--- config.mk ---
export PLATFORM = sky130hd
export DESIGN_NAME = top_module_core
export DESIGN_NICKNAME = d
export VERILOG_FILES = /design/src/rtl/top_module_core.sv
export SDC_FILE = /design/constraint.sdc
export NUM_CORES = 1
export LEC_CHECK = 0
export ABC_AREA = 1
export CAP_MARGIN = 30
export CORE_MARGIN = 3
export CORE_UTILIZATION = 45
export CTS_CLUSTER_DIAMETER = 30
export DETAILED_ROUTE_END_ITERATION = 8
export SLEW_MARGIN = 20
export SYNTH_ARGS = -nofsm -noshare
export SYNTH_HDL_FRONTEND = slang
export SYNTH_SLANG_ARGS = --single-unit
--- constraint.sdc ---
create_clock -name clk -period 3.5 [get_ports clk]
set_clock_uncertainty 0.1 [all_clocks]
set_input_delay 0.35 -clock clk [delete_from_list [all_inputs] [get_ports clk]]
set_output_delay 0.35 -clock clk [all_outputs]
set_load 0.01 [all_outputs]
--- src/rtl/top_module_core.sv ---
// top_module_core: single-clock first-word-fall-through FIFO with valid/ready
// handshakes on both sides, occupancy count, synchronous flush and an
// almost-full flag.
//
// Ports:
//   clk, rst         rising-edge clock, asynchronous active-high reset
//   flush            synchronous clear of pointers and count (beats push/pop)
//   in_valid/ready   producer handshake; in_ready = !full
//   in_data          write payload
//   out_valid/ready  consumer handshake; out_valid = !empty
//   out_data         head entry, 0 when empty
//   count            entries stored, 0..DEPTH
//   full/empty       count == DEPTH / count == 0
//   almost_full      count >= AF_LEVEL
module top_module_core #(
    parameter int unsigned DATA_W   = 8,
    parameter int unsigned DEPTH    = 16,
    parameter int unsigned AF_LEVEL = 12
) (
    input  logic                     clk,
    input  logic                     rst,
    input  logic                     flush,
    input  logic                     in_valid,
    output logic                     in_ready,
    input  logic [DATA_W-1:0]        in_data,
    output logic                     out_valid,
    input  logic                     out_ready,
    output logic [DATA_W-1:0]        out_data,
    output logic [$clog2(DEPTH):0]   count,
    output logic                     full,
    output logic                     empty,
    output logic                     almost_full
);

    localparam int unsigned PW = $clog2(DEPTH);
    localparam int unsigned CW = PW + 1;

    logic [DATA_W-1:0] mem [DEPTH];
    logic [PW-1:0]     wr_ptr;
    logic [PW-1:0]     rd_ptr;
    logic              push;
    logic              pop;

    // Status is decoded from the registered count only.
    assign full        = (count == CW'(DEPTH));
    assign empty       = (count == CW'(0));
    assign almost_full = (count >= CW'(AF_LEVEL));
    assign in_ready    = !full;
    assign out_valid   = !empty;

    assign push = in_valid && !full;
    assign pop  = out_ready && !empty;

    // Head entry falls through; forced to zero while empty.
    assign out_data = empty ? DATA_W'(0) : mem[rd_ptr];

    // Pointer and count state; flush wins over any handshake in its cycle.
    always_ff @(posedge clk or posedge rst) begin
        if (rst) begin
            wr_ptr <= PW'(0);
            rd_ptr <= PW'(0);
            count  <= CW'(0);
        end else if (flush) begin
            wr_ptr <= PW'(0);
            rd_ptr <= PW'(0);
            count  <= CW'(0);
        end else begin
            if (push) begin
                wr_ptr <= wr_ptr + PW'(1);
            end
            if (pop) begin
                rd_ptr <= rd_ptr + PW'(1);
            end
            if (push && !pop) begin
                count <= count + CW'(1);
            end else if (pop && !push) begin
                count <= count - CW'(1);
            end
        end
    end

    // Storage array, intentionally not reset.
    always_ff @(posedge clk) begin
        if (push && !flush) begin
            mem[wr_ptr] <= in_data;
        end
    end

endmodule

==> flow_summary.ini <==
[outcome]
outcome = finished, final reports clean

[floorplan]
rows = 41
dieWidth_um = 122.6
core_um2 = 12930
start_util_pct = 47.30
io_pins = 31
chipHeight_um = 122.6
die-area_um2 = 15020

[synth]
yosys.area.top_type = edfxtp_1
ys_types = 27
netlist_area_um2 = 6115
synth_nets = 577
yosysTopAreaCellShare_pct = 62.86
synth.area.top_cells = edfxtp_1 (63%), nand2_1 (11%), nand3_1 (9.5%)
ys_ff_latch = 141
ys_seq_area_share_pct = 68.18
ys_top_cells_by_count = nand2_1 (185), edfxtp_1 (128), nand3_1 (116), nor2_1 (22), inv_1 (14)
ys.flop_type = edfxtp_1
synth_warnings = 0
ys_async_sr_fraction_pct = 9.220
syn_area_per_cell_um2 = 11.04
yosysMostFrequentCell = nand2_1
synth_cells = 554
synth-edff-count = 128

[worst_setup_path]
crit_slowest_cell = clkdlybuf4s50_1
worstSetupPathType = flop to output port
crit_required_ps = 3050
cp_slowest_stage_delay_ps = 600
cp.arrival_ps = 2780
crit_family = buffers and inverters
start_kind = flop
crit_buf_inv = 3
crit_chain = inv_2, buf_12, nand2_1, nand3_1, nand3_1, nand2_1, nand2_1, a21oi_1, clkdlybuf4s50_1
crit_top_cell = nand2_1
cp_max_fo = 42
end_kind = output port

[timing]
fin_setup_tns_ps = 0
max_freq_mhz = 309.7
hold_viol = 0
max-slew-margin-rel_pct = 42.44
tightest_slew_ps = 860.2
rsz0062_at_grt = false
drv_slew = 0
fin_crit_ps = 3229
period_share_pct = 92.26
fin_hold_ws_ps = 179.4
setup_viol = 0

[clock_tree]
clockBufferDepth = 2
postCtsSetupBuffers = 0
post_cts_resized = 0
clk-insertion-delay-late_ps = 410
cts.sinks = 141
cts_hold_buffers = 0
numCtsBuffers = 17
cts_max_level = 4
root_buffer = clkbuf_16
cts_tree = done
clk_pin_slew_worst_paths_ps = 50

[placed_design]
hpwl_mm = 8.865
gp_congestion = 0.8159
io_buffers = 30
place_area_um2 = 6610

[power]
power.switching_mw = 1.469
power_mw = 5.103
seqPwrFrac_pct = 38.7
power.leakage_nw = 2.731
p_sw_share_pct = 28.79
intPower_mw = 3.634
power_frac_comb_pct = 24.2
clockPowerShare_pct = 37.2
max-vdd-ir-drop_uv = 349.1
powerDensity_nw_per_um2 = 705.0

[routing]
wl_per_cell_um = 18.18
drc = 0
drt-pass1-iter-count = 5
routed_wl_mm = 14.15
vias = 4145
detail-route-antenna-nets = 0
routed_via_density = 5.328
dr.first_iter.drc_count = 379

[layout]
n_antenna_cell = 0
fin_nets = 616
utilization_pct = 55.99
design_area_um2 = 7238
layout-drive-gt1-share_pct = 9.406
syn2layout_area_growth_pct = 18.38

[grt]
first_global_vias = 3966
grt_pass1_wl_mm = 22.03
grt_usage_pct = 20.15
grt.overflow.total = 0
grt_antenna_before_repair = 0
grt_max_degree = 43

[worst_hold_path]
min_path_type = primary input to asynchronous set/reset pin

[job]
maxCapViolations = 0
[layer usage]
metal  vias up  share of wire (%)  global-route usage (%)
li1       1998                  -                       -
met1      1968                 42                   27.55
met2       158                 50                   31.50
met3        21                6.4                   4.055
met4         0                1.9                   8.677
met5         -                  0                       0
[kinds of logic after synthesis]
logic type,after synthesis,share of synthesized area [%]
AND/OR/NAND/NOR,335,23.72
flip-flops,141,68.18
buffers and inverters,45,3.888
AO/OA/AOI/OAI,21,1.760
adder cells (fa/ha/maj),10,2.169
XOR/XNOR,2,0.2865
[metrics by stage]
step,setup WS [ps],std cells
floorplan,1414,554
global placement,653.4,746
detailed placement,677.3,746
CTS,283.2,778
global route,125.8,778
finish,270.9,778
[path summary, 6_finish.rpt]
check                          start  cells after the start           to  slack (ps)
min in group clk           wr_ptr[0]                      1    wr_ptr[0]         500
hold reg to reg            wr_ptr[0]                      1    wr_ptr[0]         500
setup reg to reg            count[0]                     14     count[4]        1180
max in group asynchronous        rst                      2    rd_ptr[0]        2730
setup / recovery           rd_ptr[0]                      9  out_data[1]         270
hold / removal                   rst                      2     count[0]         180
[area by class of cell]
cell class                      instances  area, um2
Sequential cell                       141       4170
Tap cell                              172      215.2
Fill cell                            1129       5689
Multi-Input combinational cell        368       1708
Clock inverter                         14      198.9
Inverter                               19      71.32
Clock buffer                           18      429.2
Timing Repair Buffer                   46      445.4
[flip-flops by register name, summed over array words and instances (netlist names)]
register	count
count	5
mem	128
rd_ptr	4
wr_ptr	4
[power groups by stage]
stage / Sequential, mW / Combinational (mW) / Clock [mW]
floorplan: 1.98 / 0.796 / 0
global placement: 2.00 / 1.21 / 0
detailed placement: 2.01 / 1.23 / 0
CTS: 1.97 / 1.24 / 1.93
global route: 1.99 / 1.38 / 1.99
finish: 1.97 / 1.23 / 1.90
[cell usage in the layout (no fill, tap or decap), types with 6 or more instances in the layout]
master	Yosys	routed
clkdlybuf4s50_1	0	30
inv_1	14	14
a21oi_1	12	12
nor2_1	22	22
o21ai_0	6	6
edfxtp_1	128	128
ha_1	9	9
dfrtp_1	13	12
nand2_1	185	185
clkinv_1	3	6
nand3_1	116	116
clkbuf_16	0	17
buf_4	7	14
(Power assumes the default switching activity.)
